### config.mk
export PLATFORM = sky130hd
export DESIGN_NAME = sample_playback_fsm
export DESIGN_NICKNAME = d
export VERILOG_FILES = /design/src/rtl/audio_pkg.sv /design/src/rtl/sample_attenuator.sv /design/src/rtl/vDFFE.sv /design/src/rtl/sample_playback_fsm.sv
export SDC_FILE = /design/constraint.sdc
export NUM_CORES = 1
export LEC_CHECK = 0
export ABC_AREA = 1
export ABC_CLOCK_PERIOD_IN_PS = 5800
export BUFFER_PORTS_ARGS = -buffer_cell sky130_fd_sc_hd__buf_4
export CAP_MARGIN = 20
export CORE_ASPECT_RATIO = 1.1
export CORE_MARGIN = 4
export CORE_UTILIZATION = 60
export CTS_CLUSTER_DIAMETER = 100
export DETAILED_ROUTE_END_ITERATION = 16
export PLACE_DENSITY = 0.92
export SLEW_MARGIN = 20
export SYNTH_ARGS = -nofsm -noshare
export SYNTH_HDL_FRONTEND = slang
export SYNTH_HIERARCHICAL = 1
export SYNTH_SLANG_ARGS = --single-unit
### constraint.sdc
create_clock -name clk -period 5.8 [get_ports clk]
set_input_delay 0.29 -clock clk [delete_from_list [all_inputs] [get_ports clk]]
set_output_delay 0.29 -clock clk [all_outputs]
set_load 0.01 [all_outputs]
### src/rtl/audio_pkg.sv
// Shared types and widths for the sample playback path.
// The state encoding carries the decoded control outputs in its low four bits.
package audio_pkg;

  localparam int SAMPLE_W = 8;
  localparam int GAIN_W   = 3;
  localparam int STATE_W  = 7;

  localparam int BUSY_BIT     = 3;
  localparam int MEM_READ_BIT = 2;
  localparam int START_BIT    = 1;
  localparam int DONE_BIT     = 0;

  // {3-bit id, busy, mem_read, sample_start, done}
  typedef enum logic [STATE_W-1:0] {
    IDLE      = 7'b000_0000,
    FETCH     = 7'b001_1100,
    WAIT_TICK = 7'b010_1000,
    PRESENT   = 7'b011_1010,
    RELEASE   = 7'b100_1000,
    DONE      = 7'b101_1001
  } state_e;

endpackage

### src/rtl/sample_attenuator.sv
// Signed attenuation: arithmetic right shift keeps the sign, so large gains
// collapse negative samples to -1 and non-negative ones to 0.
module sample_attenuator
  import audio_pkg::*;
(
  input  logic [SAMPLE_W-1:0] sample_in,
  input  logic [GAIN_W-1:0]   shift,
  output logic [SAMPLE_W-1:0] sample_out
);

  assign sample_out = $signed(sample_in) >>> shift;

endmodule

### src/rtl/vDFFE.sv
// Enable flop with asynchronous active-high clear; the common register stage.
module vDFFE #(
  parameter int N = 1
) (
  input  logic         clk,
  input  logic         reset,
  input  logic         en,
  input  logic [N-1:0] d,
  output logic [N-1:0] q
);

  always_ff @(posedge clk or posedge reset) begin
    if (reset) begin
      q <= '0;
    end else if (en) begin
      q <= d;
    end
  end

endmodule

### src/rtl/sample_playback_fsm.sv
// Playback sequencer: fetches samples over an address range, attenuates them
// and hands each one to the consumer through the start/finish handshake.
module sample_playback_fsm
  import audio_pkg::*;
#(
  parameter int ADDR_W = 16
) (
  input  logic                clk,
  input  logic                reset,
  input  logic                play,
  input  logic                abort,
  input  logic [ADDR_W-1:0]   start_addr,
  input  logic [ADDR_W-1:0]   end_addr,
  input  logic [GAIN_W-1:0]   gain,
  input  logic                sample_tick,
  output logic [ADDR_W-1:0]   mem_addr,
  output logic                mem_read,
  input  logic [SAMPLE_W-1:0] mem_data,
  input  logic                mem_valid,
  output logic [SAMPLE_W-1:0] sample_out,
  output logic                sample_start,
  input  logic                consumer_finish,
  output logic                busy,
  output logic                done,
  output logic                underrun
);

  state_e               state_q, state_d;
  logic [STATE_W-1:0]   state_bits_q;
  logic [ADDR_W-1:0]    addr_q, addr_d, end_q;
  logic [GAIN_W-1:0]    gain_q;
  logic [SAMPLE_W-1:0]  sample_q, atten_sample;
  logic                 underrun_q, underrun_d;
  logic                 addr_en, latch_en, sample_en;

  assign state_q = state_e'(state_bits_q);

  always_comb begin
    state_d    = state_q;
    addr_d     = addr_q;
    addr_en    = 1'b0;
    latch_en   = 1'b0;
    sample_en  = 1'b0;
    underrun_d = underrun_q;

    // A tick outside WAIT_TICK means the sample period is too short.
    if (sample_tick && (state_q == FETCH || state_q == PRESENT || state_q == RELEASE)) begin
      underrun_d = 1'b1;
    end

    case (state_q)
      IDLE: begin
        if (play) begin
          latch_en   = 1'b1;
          addr_d     = start_addr;
          addr_en    = 1'b1;
          underrun_d = 1'b0;
          state_d    = FETCH;
        end
      end
      FETCH: begin
        if (mem_valid) begin
          sample_en = 1'b1;
          state_d   = WAIT_TICK;
        end
      end
      WAIT_TICK: begin
        if (sample_tick) state_d = PRESENT;
      end
      PRESENT: begin
        if (!consumer_finish) state_d = RELEASE;
      end
      RELEASE: begin
        if (consumer_finish) begin
          if (addr_q == end_q) begin
            state_d = DONE;
          end else begin
            addr_d  = addr_q + ADDR_W'(1);
            addr_en = 1'b1;
            state_d = FETCH;
          end
        end
      end
      DONE:    state_d = IDLE;
      default: state_d = IDLE;
    endcase

    // Abort wins over everything and leaves the presented sample untouched.
    if (abort && state_q != IDLE) begin
      state_d   = IDLE;
      addr_en   = 1'b0;
      sample_en = 1'b0;
    end
  end

  vDFFE #(.N(STATE_W))  u_state    (.clk(clk), .reset(reset), .en(1'b1),      .d(state_d),      .q(state_bits_q));
  vDFFE #(.N(ADDR_W))   u_addr     (.clk(clk), .reset(reset), .en(addr_en),   .d(addr_d),       .q(addr_q));
  vDFFE #(.N(ADDR_W))   u_end      (.clk(clk), .reset(reset), .en(latch_en),  .d(end_addr),     .q(end_q));
  vDFFE #(.N(GAIN_W))   u_gain     (.clk(clk), .reset(reset), .en(latch_en),  .d(gain),         .q(gain_q));
  vDFFE #(.N(SAMPLE_W)) u_sample   (.clk(clk), .reset(reset), .en(sample_en), .d(atten_sample), .q(sample_q));
  vDFFE #(.N(1))        u_underrun (.clk(clk), .reset(reset), .en(1'b1),      .d(underrun_d),   .q(underrun_q));

  sample_attenuator u_atten (
    .sample_in  (mem_data),
    .shift      (gain_q),
    .sample_out (atten_sample)
  );

  assign mem_addr     = addr_q;
  assign sample_out   = sample_q;
  assign underrun     = underrun_q;
  assign busy         = state_bits_q[BUSY_BIT];
  assign mem_read     = state_bits_q[MEM_READ_BIT];
  assign sample_start = state_bits_q[START_BIT];
  assign done         = state_bits_q[DONE_BIT];

endmodule
==> metrics, run 1 <==
Arrival @ worst endpoint=2.90 ns; Total Routed Length=10550 um; Skew-Pair Late Insertion Delay=0.31 ns; DP Cell Count=768; first-pass GRT wire length=17610 um; ANT nets after route=0; min-delay src=end_addr[5]; layout cell share with drive strength beyond 1=0.1954; Cells after Synth=630; placed instance area=4414 sq um; fin crit share=0.4665; clock slew at reported path FFs=0.10 ns; Tot GR Track Use=0.2732; compound-gate portion of the synthesized area=0.04455; Synth Area in Adders=0.003205; H-tree depth=2; Worst Skew=0.009941 ns; worst hold endpoint=u_end/q[5]; hold crit path type=in -> reg; initial core utilization=0.6265; wire per inst=13.59 um; share of flip-flops with an asynchronous set or reset=1.000; Layout Nets=747; largest net degree at the start of global routing=41; # diodes=0; Tot Pwr=1.965 mW; Synth Area in XOR/XNOR=0.002244; Die Y=92.60 um; Rows=30; Min-Delay Path Depth=3; Leak=2.645 nW; Crit path required time=5.99 ns; status=complete, no violations; Final setup viols=0; GRT Residual Overflow=0; Starting DRT DRC Count=220; Synth top cells by count=nand2_1 (315), nand3_1 (57), dfrtp_1 (51); Multi-input gate area=2160 sq um; clock share of power=0.125; register area=1276 sq um; Via density=5.501; max-slew violations=0; total number of vias=4269; critical path class=reg -> reg; DRT Pass-1 Iters=4; top area cells in the synthesized netlist=dfrtp_1 (33%), nand2_1 (30%), nand3_1 (7.3%), inv_1 (4.3%), nor2_1 (3.3%); IO Count=79; full die area=7862 sq um; GPL Wtd Cong=0.8899; clk sink count=51; Peak VDD IR=0.2590 mV; Hold WS=0.1751 ns; Synth cell types=33; simple-gate portion of the synthesized area=0.4984; largest family of logic cells by synthesized area=simple AND/OR/NAND/NOR gates; Yosys warnings=6; CP startpoint kind=flop; initial antenna violation count=0; Clock Root Buffer=clkbuf_8; Worst R2R End=u_addr/q[8]; Worst Setup End Kind=flop; Critical Path Start=u_state/q[4]; combinational share of power=0.525; crit path max fanout=17; Relative slew margins=0.3609; Resize count post-CTS=0; NetSw=0.9575 mW; core area=6231 sq um; Fin. Hold Viols=0; post-synth top area share=0.3269; Post-CTS Setup Bufs=0; Reg2Reg Depth=11; Die Span X=84.91 um; vias in the first global route=4025; sequential share of power=0.350; Max Root-Sink Buffers=2; Synth area leader=dfrtp_1; Most used DFF post-synth=dfrtp_1; DRC=0; hold buffer count at cts=1; mean post-synth cell area=6.196 sq um; sequential area share after synthesis=0.3269; setup slack, reg-to-reg=3.09 ns; Post-Layout Inst Area=4531 sq um; Num CTS Buffers=5; Tmin final=2.706 ns; maxcap violations=0; count leader, synth=nand2_1; Pwr Density=433.7 nW/um^2; Post-synth EDFFs=0; synthesis-to-layout area growth=16.06%; mapped cell area=3904 sq um; Worst Tran Pin Value=0.9563 ns; switching share of power=0.4873; Port Buffers=78; CTS tree=done; detailed placer's ending HPWL=7922 um; final std cells w/o fill=776; mux share of post-synthesis cell area=0; FMAX=369.6 MHz; RSZ-0062 raised after global routing=false; setup TNS=0 ns; fill count=524; FF+latch count, synth=51; R2R Path Start=u_state/q[4]; Pint=1.008 mW
[registers in the layout (all words and copies together) (netlist names)]
register	cells
u_addr/q	16
u_end/q	16
u_gain/q	3
u_state/q	7
u_underrun/q	1
u_sample/q	8
[kinds of logic after synthesis]
kind of cell	count (synthesis)
other	1
buffers and inverters	92
AND/OR/NAND/NOR	457
flip-flops	51
adder cells (fa/ha/maj)	1
AO/OA/AOI/OAI	27
XOR/XNOR	1
[layout make-up]
cell class / instances / share of cell area
tap: 80 / 0.02209
inverter: 69 / 0.06297
timing repair buffer: 80 / 0.1331
clock buffer: 5 / 0.01519
multi-input combinational: 489 / 0.4767
sequential: 51 / 0.2817
clock inverter: 2 / 0.008285
[worst max-delay path: stages, from the launching register on]
cell	delay, ns
dfrtp_1	0.45
nor2_1	0.21
nand2_1	0.09
nor2_2	0.64
inv_2	0.09
nor2_1	0.31
nand2_1	0.12
o21ai_1	0.14
buf_4	0.25
inv_6	0.11
nand2_1	0.10
nand2_1	0.07
[worst max-delay path by stage]
stage                        end  slack (ns)  depth (start not counted)
floorplan            u_addr/q[8]        3.77                         16
global placement    u_addr/q[11]        3.25                         11
detailed placement   u_addr/q[8]        3.17                         11
CTS                  u_addr/q[8]        3.15                         11
global route         u_addr/q[8]        2.88                         11
finish               u_addr/q[8]        3.09                         11
[metrics by stage]
step	utilization	setup slack, ns
floorplan	-	3.774
detailed placement	0.7084	3.172
finish	0.7271	3.094
CTS	0.7271	3.152
global placement	0.7084	3.246
global route	0.7271	2.876
[routing by layer]
metal  vias up  track usage  share of wire
met1      1945       0.3250           0.40
met5         -            0              0
li1       2086            -              -
met2       209       0.4765           0.49
met3        29      0.06228          0.085
met4         0       0.1055          0.024
[power groups by stage]
stage / clock network (mW) / registers, mW / logic (mW)
floorplan: 0 / 0.640 / 0.815
global placement: 0 / 0.678 / 0.986
detailed placement: 0 / 0.684 / 1.02
CTS: 0.252 / 0.681 / 1.03
global route: 0.267 / 0.710 / 1.17
finish: 0.247 / 0.687 / 1.03
[cell usage in the layout, fill, tap and decap left out, drive strengths merged]
| cell type | n |
|---|---|
| bufinv | 2 |
| conb | 3 |
| a21oi | 3 |
| o22ai | 1 |
| nand3 | 61 |
| xor2 | 1 |
| o211ai | 1 |
| inv | 66 |
| dlygate4sd3 | 1 |
| and3 | 1 |
| nand3b | 1 |
| buf | 79 |
| nor3 | 7 |
| clkinv | 2 |
| ha | 1 |
| a22oi | 14 |
| nand2 | 334 |
| clkinvlp | 1 |
| nor2 | 38 |
| o21ai | 8 |
| nand4 | 15 |
| clkbuf | 5 |
| dfrtp | 51 |
Note: power is estimated with default switching activity, not from simulation.
==> inputs of run 2 (changes only) <==
Settings changed: ABC_CLOCK_PERIOD_IN_PS 5800 to 2700, CORE_UTILIZATION 60 to 56, PLACE_DENSITY 0.92 to 0.87.
Clock period 5.8 ns to 2.7 ns, I/O delays scaled along.
==> metrics, run 2 (synthesis results as in run 1) <==
GPL Wtd Cong=0.9146; total number of vias=4174; CP top delay family=simple AND/OR/NAND/NOR gates; crit-path cells=inv_2 > nand2_1 > nand2_1 > nor2_1 > nand2_1 > nor2_8 > nand2_4 > nand2_1 > o21ai_1 > buf_4 > nand2_1 > nand2_1; CTS tree=done; Reg2Reg Depth=12; CP startpoint kind=flop; R2R Path Start=u_addr/q[9]; Skew-Pair Late Insertion Delay=0.31 ns; status=complete, no violations; Worst Skew=0.01207 ns; first-pass GRT wire length=17840 um; Layout Nets=754; maxcap violations=0; Min-Delay Path Depth=3; most frequent cells in the layout=nand2_1 (315), buf_4 (86), nand3_1 (57); H-tree depth=2; worst hold endpoint=u_gain/q[2]; GRT Residual Overflow=0; clock slew at reported path FFs=0.10 ns; Tot GR Track Use=0.2648; RSZ-0062 raised after global routing=false; Die Y=95.57 um; Port Buffers=78; Tmin final=2.271 ns; Num CTS Buffers=5; min-delay src=gain[2]; Arrival @ worst endpoint=2.53 ns; critical path class=reg -> reg; Hold WS=0.01286 ns; crit path max fanout=25; Die Span X=87.61 um; CP bufs+invs=2; Resize count post-CTS=0; hold crit path type=in -> reg; largest net degree at the start of global routing=40; vias in the first global route=4039; initial core utilization=0.5851; initial antenna violation count=0; Starting DRT DRC Count=171; ANT nets after route=0; detailed placer's ending HPWL=7822 um; FMAX=440.3 MHz; Worst Setup End Kind=flop; Leak=2.671 nW; most used cell, CP=nand2_1; Peak VDD IR=0.4969 mV; # diodes=0; fin crit share=0.8413; Final setup viols=0; setup slack, reg-to-reg=0.43 ns; max-slew violations=0; DRT Pass-1 Iters=5; core area=6671 sq um; full die area=8372 sq um; Max Root-Sink Buffers=2; Fin. Hold Viols=0; DRC=0; clk sink count=51; IO Count=79; fill count=624; Rows=31; critical path's largest stage delay=0.53 ns; Crit path required time=2.95 ns; setup TNS=0 ns; Worst R2R End=u_addr/q[14]; wire per inst=13.05 um; layout cell share with drive strength beyond 1=0.2045; Total Routed Length=10260 um; synthesis-to-layout area growth=17.02%; Relative slew margins=0.5570; Clock Root Buffer=clkbuf_8; Worst Tran Pin Value=0.6638 ns; largest registers=u_addr/q: 16 flops, u_end/q: 16 flops, u_sample/q: 8 flops; Crit-path slowest cell=dfrtp_1; commonest non-fill, non-tap cell in the layout=nand2_1; Via density=5.310; Pwr Density=909.7 nW/um^2
## run 2: worst max path at each step
stage	from	end	slack, ns	cells past startpoint
floorplan	u_addr/q[9]	u_addr/q[8]	0.67	16
global placement	u_addr/q[8]	u_addr/q[14]	0.59	12
global route	u_addr/q[8]	u_addr/q[7]	0.26	12
detailed placement	u_addr/q[9]	u_addr/q[12]	0.47	12
CTS	u_addr/q[9]	u_addr/q[14]	0.43	12
finish	u_addr/q[9]	u_addr/q[14]	0.43	12
## run 2: layout make-up
class | count | area (sq um) | area share
Inverter | 69 | 285.3 | 0.06245
Tap cell | 82 | 102.6 | 0.02246
Sequential cell | 51 | 1276 | 0.2794
Clock buffer | 5 | 68.82 | 0.01506
Multi-Input combinational cell | 489 | 2160 | 0.4727
Timing Repair Buffer | 87 | 655.6 | 0.1435
Clock inverter | 3 | 20.02 | 0.004382
## run 2: repair_timing
| action | in CTS | in global routing |
|---|---|---|
| buffers inserted | 0 | 0 |
| hold endpoints to repair | 51 | 0 |
| hold buffers | 1 | 0 |
## run 2: worst min-delay path: stages
cell and delay [ns]:
buf_4 0.07, nand2_1 0.04, nand2_1 0.05
## run 2: through the flow
step                  util  total power [mW]  cells  cell area, sq um  worst slack (ns)
global route        0.6847             4.598    786              4568            0.2600
detailed placement  0.6699             3.708    777              4469            0.4665
CTS                 0.6847             4.164    786              4568            0.4345
floorplan                -             3.127    632              3911            0.6741
global placement    0.6699             3.639    777              4469            0.5885
finish              0.6847             4.156    786              4568            0.4286
## run 2: metal layers
| metal | vias up | part of all wire | track usage |
|---|---|---|---|
| li1 | 2099 | - | - |
| met4 | 0 | 0.018 | 0.09591 |
| met3 | 18 | 0.083 | 0.04581 |
| met5 | - | 0 | 0 |
| met1 | 1873 | 0.41 | 0.3292 |
| met2 | 184 | 0.49 | 0.4579 |
## run 2: power breakdown
part	internal [mW]	switching (mW)
clock	0.181	0.269
combinational	0.881	1.38
sequential	1.04	0.405
==> inputs of run 3 (changes only) <==
Settings changed: ABC_CLOCK_PERIOD_IN_PS 2700 to 2000, CORE_UTILIZATION 56 to 51, PLACE_DENSITY 0.87 to 0.84.
Clock period 2.7 ns to 2 ns, I/O delays scaled along.
==> metrics, run 3 (synthesis results as in run 1) <==
Num CTS Buffers=5; Rows=33; Tot GR Track Use=0.2552; Worst R2R End=u_addr/q[8]; Starting DRT DRC Count=393; FMAX=526.0 MHz; Critical Path Start=u_state/q[0]; full die area=9120 sq um; setup slack, reg-to-reg=0.1 ns; Layout Nets=800; Die Span X=91.42 um; H-tree depth=2; vias in the first global route=4174; largest registers=u_addr/q: 16 flops, u_end/q: 16 flops, u_sample/q: 8 flops; min-delay src=end_addr[2]; most frequent cells in the layout=nand2_1 (311), buf_4 (112), nand3_1 (55); critical path class=reg -> reg; Max Root-Sink Buffers=2; first-pass GRT wire length=19140 um; commonest non-fill, non-tap cell in the layout=nand2_1; Tmin final=1.901 ns; R2R Path Start=u_state/q[0]; ANT nets after route=0; GPL Wtd Cong=0.9592; Post-Layout Inst Area=5060 sq um; IO Count=79; crit path max fanout=7; Total Routed Length=11680 um; placed instance area=4703 sq um; worst hold endpoint=u_end/q[2]; Crit path required time=2.21 ns; synthesis-to-layout area growth=29.62%; clk sink count=51; Final setup viols=0; Clock Root Buffer=clkbuf_8; Fin. Hold Viols=1; Pwr Density=1211 nW/um^2; Die Y=99.76 um; Worst Tran Pin Value=0.7006 ns; maxcap violations=0; clock slew at reported path FFs=0.11 ns; Port Buffers=78; # diodes=0; largest net degree at the start of global routing=40; Finished Core Util=0.6770; DRT Pass-1 Iters=7; Peak VDD IR=0.7366 mV; total number of vias=4533; pre-CTS WS=-0.06013 ns; initial antenna violation count=0; fin crit share=0.9506; wire per inst=13.66 um; status=finished, violations left; final std cells w/o fill=855; initial core utilization=0.5224; core area=7473 sq um; hold crit path type=in -> reg; Arrival @ worst endpoint=2.11 ns; Tot Pwr=6.127 mW; layout cell share with drive strength beyond 1=0.2533; Leak=2.902 nW; DRC=0; max-slew violations=0; Reg2Reg Depth=11; Via density=5.302; Hold WS=-0.005072 ns; Min-Delay Path Depth=3; fill count=625; Worst Setup End Kind=flop; CP startpoint kind=flop; Relative slew margins=0.5324; DP Cell Count=827; Worst Skew=0.01508 ns; Skew-Pair Late Insertion Delay=0.32 ns; CTS tree=done; final worst setup slack=0.09886 ns; GRT Residual Overflow=0; failing checks=hold timing; detailed placer's ending HPWL=8245 um
-- run 3: cell types whose count changed in the layout (fill, tap and decap cells not counted), moves of 4 or more --
cell / before / now
buf_4: 86 / 112
dfrtp_1: 51 / 44
dfrtp_2: 0 / 7
dlygate4sd3_1: 1 / 18
nand2_1: 315 / 311
nand2_2: 18 / 22
-- run 3: how the worst max path moves through the flow --
stage                   end
4_1_cts         u_addr/q[8]
3_5_place_dp    u_addr/q[4]
5_1_grt        u_addr/q[13]
6_report        u_addr/q[8]
3_3_place_gp    u_addr/q[2]
2_1_floorplan   u_addr/q[8]
-- run 3: per-stage QoR --
stage                     setup TNS [ns]  hold slack [ns]
final                                  0        -0.005072
after global routing            -0.01630         0.001886
after CTS                              0        0.0009266
after detailed placement         -0.5366         0.007954
after global placement                 0         0.004422
after floorplan                        0          -0.1713
-- run 3: critical path, stage by stage (launching register included) --
cell and delay (ns):
dfrtp_1 0.45, nor2_1 0.19, nand3_1 0.12, nor2_2 0.15, inv_2 0.05, buf_4 0.14, nand2_2 0.11, nand2_2 0.17
a22oi_1 0.22, nand2_1 0.08, nand2_1 0.06, nand2_1 0.05
-- run 3: area by class of cell --
type | count | area, sq um | area share
multi-input cells | 490 | 2226 | 0.4399
flip-flops and latches | 51 | 1285 | 0.2540
repair buffers | 132 | 1047 | 0.2070
inverters | 69 | 285.3 | 0.05638
well taps | 105 | 131.4 | 0.02596
clock buffers | 6 | 72.57 | 0.01434
clock inverters | 2 | 12.51 | 0.002473
-- run 3: repair_timing --
| item | in CTS | in global routing |
|---|---|---|
| buffers inserted | 0 | 1 |
| gates resized for setup | 3 | 21 |
| pin swaps | 0 | 2 |
| hold buffers | 18 | 0 |
| endpoints found under the setup margin | 16 | 27 |
| hold endpoints to repair | 68 | 0 |
| gates cloned | 0 | 1 |
-- run 3: power breakdown --
part	internal (mW)	leakage, nW	switching, mW	total [mW]
Clock	0.246	0.0412	0.379	0.625
Combinational	1.46	2.21	2.21	3.67
Sequential	1.42	0.653	0.412	1.83
-- run 3: metal layers --
metal  GRT usage  part of all wire  routed length (um)
met5           0                 0                   0
met4     0.08585             0.027                 314
met3     0.04539             0.094                1095
met2      0.4429              0.49                5779
met1      0.3198              0.38                4488
